File: src/rtl/button_conditioner.sv
// button_conditioner
//
// Input stage for the tic-tac-toe game controller. Each of the five raw board
// push-buttons is synchronised, debounced and turned into a single one-clock
// pulse. An arbiter makes sure at most one pulse is high in any cycle, because
// the game FSM tests its button inputs independently and would act on
// simultaneous pulses in conflicting ways.
//
// Parameters:
//   DB_COUNT  stable cycles needed to qualify a press or a release (>= 2)
//   CNT_W     debounce counter width, 2**CNT_W > DB_COUNT-1
//
// Ports:
//   Clk       system clock
//   Reset     asynchronous, active-high reset
//   BtnL/R/U/D/C  raw asynchronous, bouncy buttons
//   Lbtn/Rbtn/Ubtn/Dbtn/Cbtn  one-cycle pulses, at most one high per cycle
//   BtnLevel  debounced levels {C,L,R,U,D}, 1 = qualified pressed
//
// Internally every per-channel vector is ordered {C,L,R,U,D}, so bit 4 is the
// highest-priority channel and bit 0 the lowest.

module button_conditioner #(
    parameter int unsigned DB_COUNT = 500000,
    parameter int unsigned CNT_W    = 20
) (
    input  logic       Clk,
    input  logic       Reset,
    input  logic       BtnL,
    input  logic       BtnR,
    input  logic       BtnU,
    input  logic       BtnD,
    input  logic       BtnC,
    output logic       Lbtn,
    output logic       Rbtn,
    output logic       Ubtn,
    output logic       Dbtn,
    output logic       Cbtn,
    output logic [4:0] BtnLevel
);

    localparam int unsigned NumCh = 5;
    localparam int unsigned ChC   = 4;
    localparam int unsigned ChL   = 3;
    localparam int unsigned ChR   = 2;
    localparam int unsigned ChU   = 1;
    localparam int unsigned ChD   = 0;

    localparam logic [CNT_W-1:0] CntMax = CNT_W'(DB_COUNT - 1);
    localparam logic [CNT_W-1:0] CntOne = CNT_W'(1);

    typedef enum logic [1:0] {
        StIni,   // released
        StWq,    // wait for the press to stay stable
        StCcr,   // qualified pressed
        StWfcr   // wait for the release to stay stable
    } state_e;

    logic [NumCh-1:0] raw;
    logic [NumCh-1:0] sync1_q;
    logic [NumCh-1:0] sync2_q;
    logic [NumCh-1:0] pend_set;
    logic [NumCh-1:0] level;
    logic [NumCh-1:0] pend_q;
    logic [NumCh-1:0] pend_d;
    logic [NumCh-1:0] pulse_q;
    logic [NumCh-1:0] pulse_d;
    logic [NumCh-1:0] grant;

    assign raw = {BtnC, BtnL, BtnR, BtnU, BtnD};

    // Two-flop synchroniser per channel.
    always_ff @(posedge Clk or posedge Reset) begin
        if (Reset) begin
            sync1_q <= '0;
            sync2_q <= '0;
        end else begin
            sync1_q <= raw;
            sync2_q <= sync1_q;
        end
    end

    // Per-channel debounce FSM. A press is reported once, on the edge that
    // enters StCcr; bouncing back from StWfcr to StCcr never reports again.
    for (genvar i = 0; i < NumCh; i++) begin : g_ch
        state_e           state_q;
        state_e           state_d;
        logic [CNT_W-1:0] cnt_q;
        logic [CNT_W-1:0] cnt_d;
        logic             set_d;
        logic             s;

        assign s = sync2_q[i];

        always_comb begin
            state_d = state_q;
            cnt_d   = cnt_q;
            set_d   = 1'b0;
            case (state_q)
                StIni: begin
                    if (s) begin
                        state_d = StWq;
                        cnt_d   = '0;
                    end
                end
                StWq: begin
                    if (!s) begin
                        state_d = StIni;
                    end else if (cnt_q == CntMax) begin
                        state_d = StCcr;
                        set_d   = 1'b1;
                    end else begin
                        cnt_d = cnt_q + CntOne;
                    end
                end
                StCcr: begin
                    if (!s) begin
                        state_d = StWfcr;
                        cnt_d   = '0;
                    end
                end
                StWfcr: begin
                    if (s) begin
                        state_d = StCcr;
                    end else if (cnt_q == CntMax) begin
                        state_d = StIni;
                    end else begin
                        cnt_d = cnt_q + CntOne;
                    end
                end
                default: begin
                    state_d = StIni;
                    cnt_d   = '0;
                end
            endcase
        end

        always_ff @(posedge Clk or posedge Reset) begin
            if (Reset) begin
                state_q <= StIni;
                cnt_q   <= '0;
            end else begin
                state_q <= state_d;
                cnt_q   <= cnt_d;
            end
        end

        assign pend_set[i] = set_d;
        assign level[i]    = (state_q == StCcr) || (state_q == StWfcr);
    end

    // Fixed-priority grant C > L > R > U > D over the pending presses.
    always_comb begin
        grant = '0;
        if (pend_q[ChC]) begin
            grant[ChC] = 1'b1;
        end else if (pend_q[ChL]) begin
            grant[ChL] = 1'b1;
        end else if (pend_q[ChR]) begin
            grant[ChR] = 1'b1;
        end else if (pend_q[ChU]) begin
            grant[ChU] = 1'b1;
        end else if (pend_q[ChD]) begin
            grant[ChD] = 1'b1;
        end
    end

    // A channel cannot set its own pend bit again before it is served (that
    // needs a full release and re-press), so clearing the granted bit and
    // OR-ing in new presses never loses an event.
    always_comb begin
        pend_d  = (pend_q & ~grant) | pend_set;
        pulse_d = grant;
    end

    always_ff @(posedge Clk or posedge Reset) begin
        if (Reset) begin
            pend_q  <= '0;
            pulse_q <= '0;
        end else begin
            pend_q  <= pend_d;
            pulse_q <= pulse_d;
        end
    end

    assign Cbtn     = pulse_q[ChC];
    assign Lbtn     = pulse_q[ChL];
    assign Rbtn     = pulse_q[ChR];
    assign Ubtn     = pulse_q[ChU];
    assign Dbtn     = pulse_q[ChD];
    assign BtnLevel = level;

endmodule
File: config.mk
export PLATFORM = sky130hd
export DESIGN_NAME = button_conditioner
export DESIGN_NICKNAME = d
export VERILOG_FILES = /design/src/rtl/button_conditioner.sv
export SDC_FILE = /design/constraint.sdc
export NUM_CORES = 1
export LEC_CHECK = 0
export ABC_AREA = 1
export BUFFER_PORTS_ARGS = -buffer_cell sky130_fd_sc_hd__buf_2
export CAP_MARGIN = 0
export CORE_UTILIZATION = 63
export DETAILED_ROUTE_END_ITERATION = 8
export GPL_TIMING_DRIVEN = 0
export MAX_ROUTING_LAYER = met4
export PLACE_DENSITY = 0.87
export SETUP_SLACK_MARGIN = 0.2
export SYNTH_ARGS = -nofsm -noshare
export SYNTH_HDL_FRONTEND = slang
export SYNTH_SLANG_ARGS = --single-unit
File: constraint.sdc
create_clock -name Clk -period 5.35 [get_ports Clk]
set_input_delay 0.8025 -clock Clk [delete_from_list [all_inputs] [get_ports Clk]]
set_output_delay 0.8025 -clock Clk [all_outputs]
set_load 0.1 [all_outputs]
==> summary.txt, run 1 <==
Critical path
  • Reg2reg setup slack: 3.41 ns
  • Crit path arrival time: 1.45 ns
  • Crit Path Max Fanout: 5
  • Worst setup path class: register to primary output
  • WP data required: 4.55 ns
  • CP Launch Type: register
  • Worst R2R Start: g_ch[2].cnt_q[0]
  • R2R depth: 9
  • Reg-to-reg endpoint: g_ch[2].cnt_q[11]
  • Crit end category: primary output
  • CP Capture Point: BtnLevel[3]

CTS
  • Clock Latency Late Sink: 0.43 ns
  • CTS Hold Bufs: 0
  • CTS sink cnt: 130
  • H-tree lvl count: 4
  • CTS Buf Count: 17
  • Clk root buf: clkbuf_16
  • Post-cts sizing count: 0
  • Postcts setup bufs: 0
  • CTS tree: yes
  • Clk slew on worst S/H paths: 0.06 ns
  • Clk buf depth: 2

STA
  • Final setup margin: 3.10 ns
  • Clk_skew: 0.00732 ns
  • Slew margin rel.: 0.650
  • Setup TNS Final: 0 ns
  • Final period util: 0.421
  • Max-slew violation count: 0
  • Final Critical Period: 2.25 ns
  • Count of endpoints failing setup in the final report: 0
  • Actual slew at the worst max-slew pin: 0.526 ns
  • Fin. Hold Viols: 0
  • RSZ-0062 raised after global routing: false
  • Max Clk Rate: 0.444 GHz

Logic synthesis
  • Largest family of logic cells by synthesized area: simple AND/OR/NAND/NOR gates
  • Seq/Total Area, Yosys: 0.416
  • Yosys top cell area share: 0.416
  • Post-Synth Simple-Gate Area: 0.373
  • Compound-Gate Fraction of Synth Area: 0.0743
  • Post-synth EDFFs: 0
  • Most frequent cell after synthesis: nand2_1
  • Async set-reset flop share out of synthesis: 1.00
  • Synth cell count leaders: nand2_1, dfrtp_1, nor2_1
  • Most used flip-flop cell after synthesis: dfrtp_1
  • Flops & latches, synth: 130
  • Yosys cell types: 38
  • Post-Synth XOR/XNOR Area: 0.0437
  • Mapped Area: 7810 µm²
  • Post-Synth Adder-Cell Area: 0.00801
  • Syn nets: 1087
  • Syn avg cell area: 7.27 µm²
  • Top cells by area, synth: dfrtp_1, nand2_1, nand3_1, nor2_1, inv_1
  • Multiplexer share of the synthesized area: 0
  • Ys Warns: 0
  • Post-Syn Instances: 1075
  • Largest area contributor in the netlist: dfrtp_1

Power and ir drop
  • Peak VDD IR: 0.000346 V
  • Clock network fraction of total power: 0.514
  • Pwr Total: 2.35 mW
  • Switching power summed over all nets: 0.537 mW
  • Pwr Density: 268 nW/µm²
  • Flop pwr share: 0.437
  • Sw Share: 0.229
  • Gate power share: 0.049
  • Internal Power: 1.81 mW
  • Leak: 3.87 nW

Outcome
  • Outcome: finished clean

Floorplan
  • Die area: 12800 µm²
  • Die Ht: 113 µm
  • IO Pins: 17
  • Chip Width: 113 µm
  • Initial Utilization: 0.648
  • # rows: 40
  • Core Area: 12100 µm²

Route
  • Initial DRC count: 763
  • Vias: 6936
  • Antenna-violating nets left: 0
  • Drt wl/cell: 13.3 µm
  • Pre-antenna DRT Iters: 5
  • Via/cell ratio: 5.37
  • Total Wirelength: 17200 µm
  • Residual DRC count: 0

Place
  • Pre-CTS worst setup slack: 3.45 ns
  • Port buffer count: 16
  • Gpl congestion: 0.952
  • Hpwl dp: 11900 µm
  • Placed cell area: 8130 µm²

Flow run
  • Max Cap Viol: 0

Global routing
  • Total GRT Usage: 0.301
  • Pin count of the biggest net entering global routing: 101
  • Initial antenna violation count: 0
  • GRT overflow: 0
  • Vias in the first global route: 6385
  • First-pass GRT wire length: 29300 µm

Layout
  • Area growth syn-to-layout: 12.1%
  • Footprint of the multi-input gates: 3900 µm²
  • Share of layout cells above drive strength 1: 0.133
  • Cell area after layout: 8760 µm²
  • Number of nets in the layout: 1123
  • Seq. cell area: 3250 µm²
  • # diodes: 0
  • Finished Core Util: 0.726
  • Fill count: 950

Min path
  • Hold WC Path Type: input pin to async pin
==> power by group through the flow <==
stage | combinational, mW | sequential (mW) | clock (mW)
after floorplan | 0.0860 | 1.04 | 0
after global placement | 0.110 | 1.04 | 0
after detailed placement | 0.117 | 1.04 | 0
after CTS | 0.117 | 1.02 | 1.22
after global routing | 0.130 | 1.03 | 1.26
final | 0.116 | 1.03 | 1.21
==> area by class of cell <==
class,instances,area share
Multi-Input combinational cell,804,0.445
Clock buffer,20,0.0533
Clock inverter,12,0.0179
Sequential cell,130,0.371
Inverter,109,0.0477
Buffer,32,0.0281
Timing Repair Buffer,17,0.0123
Tap cell,168,0.0240
==> registers in the layout, indices dropped and copies added, names as in the netlist, named ones only <==
register	flops
g_ch.cnt_q	100
g_ch.state_q	5
pulse_q	5
pend_q	5
sync2_q	5
sync1_q	5
==> cells by family (layout without fill, tap and decap cells) <==
logic type | Yosys count | in the layout
simple gates | 662 | 662
flops | 130 | 130
xor+xnor | 39 | 39
fa+ha+maj | 5 | 5
buf+inv | 141 | 190
compound gates | 98 | 98
==> critical path, cell delays in order (launching register included) <==
cell	delay [ns]
dfrtp_1	0.42
clkbuf_1	0.16
buf_2	0.44
==> layout by cell type (no fill, tap or decap), types with 5 or more instances in the layout <==
| cell type | instances |
|---|---|
| nor2_2 | 16 |
| nand4_1 | 20 |
| inv_1 | 99 |
| nand3_1 | 101 |
| nand3b_1 | 10 |
| clkbuf_1 | 7 |
| buf_2 | 23 |
| o21ai_2 | 19 |
| o21ai_0 | 51 |
| inv_2 | 7 |
| clkbuf_16 | 17 |
| nor2_1 | 123 |
| ha_1 | 5 |
| o21ai_1 | 18 |
| buf_6 | 14 |
| nor3_1 | 5 |
| nand2_1 | 350 |
| xor2_1 | 35 |
| or2_2 | 12 |
| and2_1 | 7 |
| dfrtp_1 | 130 |
==> routing by layer <==
metal,vias up,part of all wire,GRT usage
met5,-,0,-
met3,40,0.055,0.0562
met4,0,0.020,0.127
met1,3199,0.45,0.388
met2,216,0.47,0.467
li1,3481,-,-
==> worst min-delay path by stage <==
stage | to | cells after the start
floorplan | sync2_q[0] | 0
global placement | sync2_q[4] | 0
detailed placement | sync2_q[0] | 0
CTS | g_ch[3].cnt_q[18] | 2
global route | sync2_q[1] | 0
finish | g_ch[3].cnt_q[18] | 2
==> stage by stage <==
stage,hold WS [ns],cells
finish,0.339,1292
floorplan,0.331,1075
global route,0.352,1292
CTS,0.342,1292
detailed placement,0.336,1260
global placement,0.334,1259
No activity file was read; power rests on OpenSTA's default activity.
==> inputs of run 2 (changes only) <==
--- a/config.mk
+++ b/config.mk
@@ -8,11 +8,11 @@
 export ABC_AREA = 1
 export BUFFER_PORTS_ARGS = -buffer_cell sky130_fd_sc_hd__buf_2
 export CAP_MARGIN = 0
-export CORE_UTILIZATION = 63
+export CORE_UTILIZATION = 57
 export DETAILED_ROUTE_END_ITERATION = 8
 export GPL_TIMING_DRIVEN = 0
 export MAX_ROUTING_LAYER = met4
-export PLACE_DENSITY = 0.87
+export PLACE_DENSITY = 0.83
 export SETUP_SLACK_MARGIN = 0.2
 export SYNTH_ARGS = -nofsm -noshare
 export SYNTH_HDL_FRONTEND = slang
==> constraint.sdc (replaced) <==
create_clock -name Clk -period 1.9 [get_ports Clk]
set_input_delay 0.285 -clock Clk [delete_from_list [all_inputs] [get_ports Clk]]
set_output_delay 0.285 -clock Clk [all_outputs]
set_load 0.1 [all_outputs]
==> run 2 against run 1 <==
Net effect: sequential share of layout area down 1.8 points; power rose to 2.9 times the previous value; sequential cell count unchanged; core utilization down 3.3 points; critical path depth increased by 8; design area grew 5.3%; first-iteration DRC count fell by 14%; global-route usage is 3.2 points lower; largest power group unchanged.
==> summary.txt, run 2 (synthesized netlist as in run 1, its figures left out) <==
Min path
  • Hold Path Depth: 0
  • Hold wc startpoint: sync1_q[4]
  • Hold WC Path Type: register to register (was input pin to async pin)
  • Hold EP: sync2_q[4]

Power and ir drop
  • Peak VDD IR: 0.000588 V (was 0.000346 V)
  • Leak: 4.05 nW (was 3.87 nW)
  • Pwr Total: 6.70 mW (was 2.35 mW)
  • Pwr Density: 727 nW/µm² (was 268 nW/µm²)

Flow run
  • Max Cap Viol: 0 (unchanged)

Critical path
  • Setup crit start: g_ch[4].cnt_q[1]
  • Crit Path Max Fanout: 7 (was 5)
  • Crit path arrival time: 2.00 ns (was 1.45 ns)
  • Reg2reg setup slack: 0.24 ns (was 3.41 ns)
  • Slowest stage cell, crit path: dfrtp_1 (was buf_2)
  • Worst setup path class: register to register (was register to primary output)
  • Reg-to-reg endpoint: g_ch[4].cnt_q[0] (was g_ch[2].cnt_q[11])
  • CP peak stage delay: 0.38 ns (was 0.44 ns)
  • R2R depth: 10 (was 9)
  • Crit end category: register (was primary output)
  • WP data required: 2.25 ns (was 4.55 ns)
  • Worst R2R Start: g_ch[4].cnt_q[1] (was g_ch[2].cnt_q[0])
  • CP Launch Type: register (unchanged)
  • Crit-path cells: ha_2 > nand2_4 > nor2_8 > inv_2 > nor2_4 > nand4_4 > nand2_8 > buf_8 > nand2_1 > o21ai_2 (was clkbuf_1 > buf_2)

STA
  • Slew margin rel.: 0.648 (was 0.650)
  • Fin. Hold Viols: 0 (unchanged)
  • Actual slew at the worst max-slew pin: 0.529 ns (was 0.526 ns)
  • Max-slew violation count: 0 (unchanged)
  • Final Critical Period: 1.66 ns
  • Final period util: 0.871
  • RSZ-0062 raised after global routing: true (was false)
  • Count of endpoints failing setup in the final report: 0 (unchanged)
  • Max Clk Rate: 0.604 GHz
  • Clk_skew: 0.00665 ns (was 0.00732 ns)
  • Worst hold slack: 0.346 ns (was 0.339 ns)

Layout
  • Max FFs per register: 100 (unchanged)
  • Cell area after layout: 9220 µm² (was 8760 µm²)
  • Commonest non-fill, non-tap cell in the layout: nand2_1 (unchanged)
  • Most frequent cells in the layout: nand2_1, dfrtp_1, nor2_1, nand3_1, inv_1 (unchanged)
  • Footprint of the multi-input gates: 4040 µm² (was 3900 µm²)
  • Most flops, register: g_ch.cnt_q (unchanged)
  • Number of nets in the layout: 1154 (was 1123)
  • Seq. cell area: 3260 µm² (was 3250 µm²)
  • Area growth syn-to-layout: 18.0% (was 12.1%)
  • # diodes: 0 (unchanged)
  • Finished Core Util: 0.693 (was 0.726)
  • Share of layout cells above drive strength 1: 0.168 (was 0.133)
  • Fill count: 1056 (was 950)

Route
  • Pre-antenna DRT Iters: 5 (unchanged)
  • Total Wirelength: 17800 µm (was 17200 µm)
  • Residual DRC count: 0 (unchanged)
  • Antenna-violating nets left: 0 (unchanged)
  • Initial DRC count: 656 (was 763)
  • Via/cell ratio: 5.29 (was 5.37)
  • Drt wl/cell: 13.4 µm (was 13.3 µm)
  • Vias: 7041 (was 6936)

Place
  • Hpwl dp: 11900 µm (about the same)
  • Gpl congestion: 0.941 (was 0.952)
  • Placed cell area: 8180 µm² (was 8130 µm²)
  • Port buffer count: 16 (unchanged)

Global routing
  • GRT overflow: 0 (unchanged)
  • Pin count of the biggest net entering global routing: 41 (was 101)
  • Vias in the first global route: 6539 (was 6385)
  • First-pass GRT wire length: 29600 µm (was 29300 µm)
  • Initial antenna violation count: 0 (unchanged)
  • Total GRT Usage: 0.268 (was 0.301)

Floorplan
  • Chip Width: 119 µm (was 113 µm)
  • Core Area: 13300 µm² (was 12100 µm²)
  • Die Ht: 119 µm (was 113 µm)
  • IO Pins: 17 (unchanged)
  • # rows: 42 (was 40)
  • Die area: 14200 µm² (was 12800 µm²)
  • Initial Utilization: 0.588 (was 0.648)

CTS
  • H-tree lvl count: 4 (unchanged)
  • Clock Latency Late Sink: 0.42 ns (was 0.43 ns)
  • CTS Buf Count: 17 (unchanged)
  • Clk root buf: clkbuf_16 (unchanged)
  • CTS sink cnt: 130 (unchanged)
  • Clk buf depth: 2 (unchanged)
  • Clk slew on worst S/H paths: 0.06 ns (about the same)
  • CTS tree: yes (unchanged)

Outcome
  • Outcome: finished clean (unchanged)
[run 2: cell types whose count changed in the layout (fill, tap and decap cells not counted), moves of 4 or more]
cell	delta
buf_4	+23
clkbuf_1	+4
dlygate4sd3_1	+6
ha_1	-5
nand2_1	-12
nand2_2	+11
nor2_2	-4
nor2_4	+7
[run 2: area by class of cell]
cell class                 instances  share of cell area
multi-input combinational        804               0.438
sequential                       130               0.353
clock buffer                      24              0.0522
inverter                         109              0.0452
timing repair buffer              48              0.0448
buffer                            32              0.0286
tap                              176              0.0239
clock inverter                     8              0.0137
[run 2: routing by layer]
metal / vias up / global-route usage / share of wire
met2: 226 / 0.416 / 0.48
met1: 3244 / 0.342 / 0.45
met3: 29 / 0.0599 / 0.052
met4: 0 / 0.105 / 0.019
li1: 3542 / - / -
met5: - / - / 0
[run 2: worst max-delay path by stage]
stage	to	slack (ns)	cells past startpoint
floorplan	async pin	0.006	1
global placement	g_ch[4].cnt_q[10]	-0.84	2
finish	g_ch[4].cnt_q[0]	0.24	10
CTS	g_ch[2].cnt_q[9]	0.20	9
global route	g_ch[0].cnt_q[0]	0.14	10
detailed placement	g_ch[2].cnt_q[9]	0.02	9
[run 2: power by group]
part | leakage [nW] | switching, mW | internal (mW)
Combinational | 2.00 | 0.256 | 0.184
Sequential | 1.77 | 0.0607 | 2.83
Clock | 0.287 | 1.21 | 2.17
Total | 4.05 | 1.52 | 5.18
[run 2: what timing repair did]
action	in CTS	in global routing
endpoints found under the hold margin	17	0
gates cloned	0	2
gates resized for setup	11	36
pin swaps	0	17
hold buffers	6	0
endpoints found under the setup margin	93	101
buffers inserted	3	18
[run 2: through the flow]
stage	std cells	TNS, ns	setup slack, ns
after floorplan	1075	0	0.00578
after global placement	1267	-108.59	-0.844
after detailed placement	1270	0	0.0180
after CTS	1311	0	0.201
after global routing	1331	0	0.143
final	1331	0	0.244
[run 2: critical path, delay by kind of cell, from the launching register on]
kind | cells | cell delay [ns]
and+or+nand+nor | 6 | 0.72
DFF | 1 | 0.38
adders and majority gates | 1 | 0.23
buffers and inverters | 2 | 0.19
AOI/OAI and AO/OA | 1 | 0.06
==> inputs of run 3 (changes only) <==
--- a/config.mk
+++ b/config.mk
@@ -8,11 +8,11 @@
 export ABC_AREA = 1
 export BUFFER_PORTS_ARGS = -buffer_cell sky130_fd_sc_hd__buf_2
 export CAP_MARGIN = 0
-export CORE_UTILIZATION = 57
+export CORE_UTILIZATION = 65
 export DETAILED_ROUTE_END_ITERATION = 8
 export GPL_TIMING_DRIVEN = 0
 export MAX_ROUTING_LAYER = met4
-export PLACE_DENSITY = 0.83
+export PLACE_DENSITY = 0.89
 export SETUP_SLACK_MARGIN = 0.2
 export SYNTH_ARGS = -nofsm -noshare
 export SYNTH_HDL_FRONTEND = slang
==> constraint.sdc (replaced) <==
create_clock -name Clk -period 2 [get_ports Clk]
set_input_delay 0.3 -clock Clk [delete_from_list [all_inputs] [get_ports Clk]]
set_output_delay 0.3 -clock Clk [all_outputs]
set_load 0.1 [all_outputs]
==> run 3 against run 2 <==
Net effect: the run now ends with DRC left; clock skew up 0.0015 ns; design area down 1.9%; power down 4.1%; setup slack worse by 0.031 ns; wire length up 3.9%; count of clock-buffer cells in the layout down 6; global-route usage up 5.1 points; first-iteration DRC count up 22%; register-to-register slack worse by 0.02 ns; combinational power down 5.0%; critical path depth down 8; clock power down 4%; critical endpoint is now BtnLevel[3].
==> summary.txt, run 3 (synthesized netlist as in run 1, its figures left out) <==
STA
  • Fin. Hold Viols: 0 (unchanged)
  • Clk_skew: 0.00813 ns (was 0.00665 ns)
  • Max-slew violation count: 0 (unchanged)
  • Max Clk Rate: 0.560 GHz
  • Count of endpoints failing setup in the final report: 0 (unchanged)
  • Slew margin rel.: 0.563 (was 0.648)
  • RSZ-0062 raised after global routing: false (was true)
  • Setup TNS Final: 0 ns (unchanged)
  • Worst hold slack: 0.346 ns (about the same)
  • Actual slew at the worst max-slew pin: 0.655 ns (was 0.529 ns)
  • Final Critical Period: 1.79 ns
  • Final period util: 0.893

Global routing
  • Vias in the first global route: 6703 (was 6539)
  • Initial antenna violation count: 0 (unchanged)
  • GRT Max-Usage Layer: met2 (unchanged)
  • Met2 usage in global routing: 0.490 (was 0.416)
  • Total GRT Usage: 0.319 (was 0.268)
  • Met1 Usage GRT: 0.411 (was 0.342)
  • Pin count of the biggest net entering global routing: 44 (was 41)
  • First-pass GRT wire length: 30600 µm (was 29600 µm)
  • GRT overflow: 0 (unchanged)
  • GRT met3 Usage: 0.0604 (was 0.0599)

Outcome
  • Failing checks: DRC
  • Outcome: finished, violations left (was finished clean)

Critical path
  • CP Launch Type: register (unchanged)
  • Worst setup path class: register to primary output (was register to register)
  • Crit end category: primary output (was register)
  • Crit path arrival time: 1.49 ns (was 2.00 ns)
  • Crit Path Max Fanout: 5 (was 7)
  • WP data required: 1.70 ns (was 2.25 ns)

Floorplan
  • Chip Width: 112 µm (was 119 µm)
  • # rows: 39 (was 42)
  • IO Pins: 17 (unchanged)
  • Die Ht: 112 µm (was 119 µm)
  • Die area: 12500 µm² (was 14200 µm²)
  • Core Area: 11600 µm² (was 13300 µm²)
  • Initial Utilization: 0.675 (was 0.588)

CTS
  • Clk root buf: clkbuf_16 (unchanged)
  • Clk buf depth: 2 (unchanged)
  • CTS Buf Count: 17 (unchanged)
  • Clk slew on worst S/H paths: 0.06 ns (about the same)
  • H-tree lvl count: 4 (unchanged)
  • CTS tree: yes (unchanged)
  • CTS sink cnt: 130 (unchanged)
  • Clock Latency Late Sink: 0.43 ns (was 0.42 ns)

Route
  • Pre-antenna DRT Iters: 9 (was 5)
  • Residual DRC count: 2 (was 0)
  • Total Wirelength: 18500 µm (was 17800 µm)
  • Drt wl/cell: 14.3 µm (was 13.4 µm)
  • Via/cell ratio: 5.62 (was 5.29)
  • Vias: 7272 (was 7041)
  • Antenna-violating nets left: 0 (unchanged)
  • Initial DRC count: 800 (was 656)

Layout
  • Most frequent cells in the layout: nand2_1, dfrtp_1, nor2_1, nand3_1, inv_1 (unchanged)
  • # diodes: 0 (unchanged)
  • Number of nets in the layout: 1149 (was 1154)
  • Fill count: 802 (was 1056)
  • Area growth syn-to-layout: 15.8% (was 18.0%)
  • Max FFs per register: 100 (unchanged)
  • Layout Cells excl Fill: 1293 (was 1331)
  • Share of layout cells above drive strength 1: 0.160 (was 0.168)
  • Most flops, register: g_ch.cnt_q (unchanged)
  • Commonest non-fill, non-tap cell in the layout: nand2_1 (unchanged)

Power and ir drop
  • Pwr Total: 6.43 mW (was 6.70 mW)
  • Leak: 3.99 nW (was 4.05 nW)
  • Pwr Density: 711 nW/µm² (was 727 nW/µm²)
  • Peak VDD IR: 0.00111 V (was 0.000588 V)

Min path
  • Hold WC Path Type: register to register (unchanged)

Place
  • Hpwl dp: 12300 µm (was 11900 µm)
  • Placed cells: 1237 (was 1270)
  • Gpl congestion: 0.963 (was 0.941)
  • Port buffer count: 16 (unchanged)

Flow run
  • Max Cap Viol: 0 (unchanged)
## run 3: cell count changes in the layout (fill, tap and decap cells not counted), sizes merged
cell      previous run  this run
clkbuf              34        27
clkinvlp             4         6
inv                107       106
buf                 64        60
clkinv               3         7
bufinv               3         4
## run 3: routing by layer
layer,vias up,wire length [µm]
met3,57,1260
met2,297,8740
met5,-,0
met1,3395,8050
met4,0,456
li1,3523,-
## run 3: timing repair
action / in CTS / in global routing
setup buffers: 1 / 17
resized for setup: 6 / 17
hold buffers: 6 / 0
gates cloned: 0 / 0
endpoints found under the setup margin: 59 / 88
endpoints found under the hold margin: 31 / 0
pin swaps: 0 / 8
## run 3: layout make-up
cell class | instances | area (µm²) | area share
Multi-Input combinational cell | 804 | 3980 | 0.440
Sequential cell | 130 | 3260 | 0.360
Clock buffer | 18 | 439 | 0.0486
Inverter | 109 | 420 | 0.0465
Timing Repair Buffer | 43 | 335 | 0.0371
Buffer | 32 | 249 | 0.0275
Clock inverter | 14 | 188 | 0.0208
Tap cell | 143 | 179 | 0.0198
## run 3: path summary, 6_finish.rpt
path	from	depth (start not counted)	slack, ns	to
worst max-delay path	register	2	0.21	BtnLevel[3]
worst min-delay path	sync1_q[1]	0	0.35	sync2_q[1]
worst max register to register	g_ch[4].cnt_q[0]	10	0.22	g_ch[4].cnt_q[0]
worst min register to register	sync1_q[1]	0	0.35	sync2_q[1]
max in group asynchronous	Reset	5	0.62	g_ch[0].cnt_q[14]
min in group asynchronous	Reset	3	0.51	g_ch[3].cnt_q[1]
## run 3: power breakdown
part	internal, mW	leakage [nW]	switching, mW
clock network	2.11	0.298	1.16
registers	2.68	1.77	0.0586
logic	0.170	1.92	0.248
## run 3: per-stage QoR
stage | area (µm²) | utilization | setup WS, ns
CTS | 8860 | 0.766 | 0.210
floorplan | 7820 | - | 0.0908
detailed placement | 8130 | 0.703 | 0.108
finish | 9040 | 0.782 | 0.213
global route | 9040 | 0.782 | 0.140
global placement | 8070 | 0.698 | -0.696
## run 3: critical path, stage by stage, from the launching register on
cell and delay, ns:
dfrtp_1 0.42, clkbuf_1 0.18, buf_2 0.45
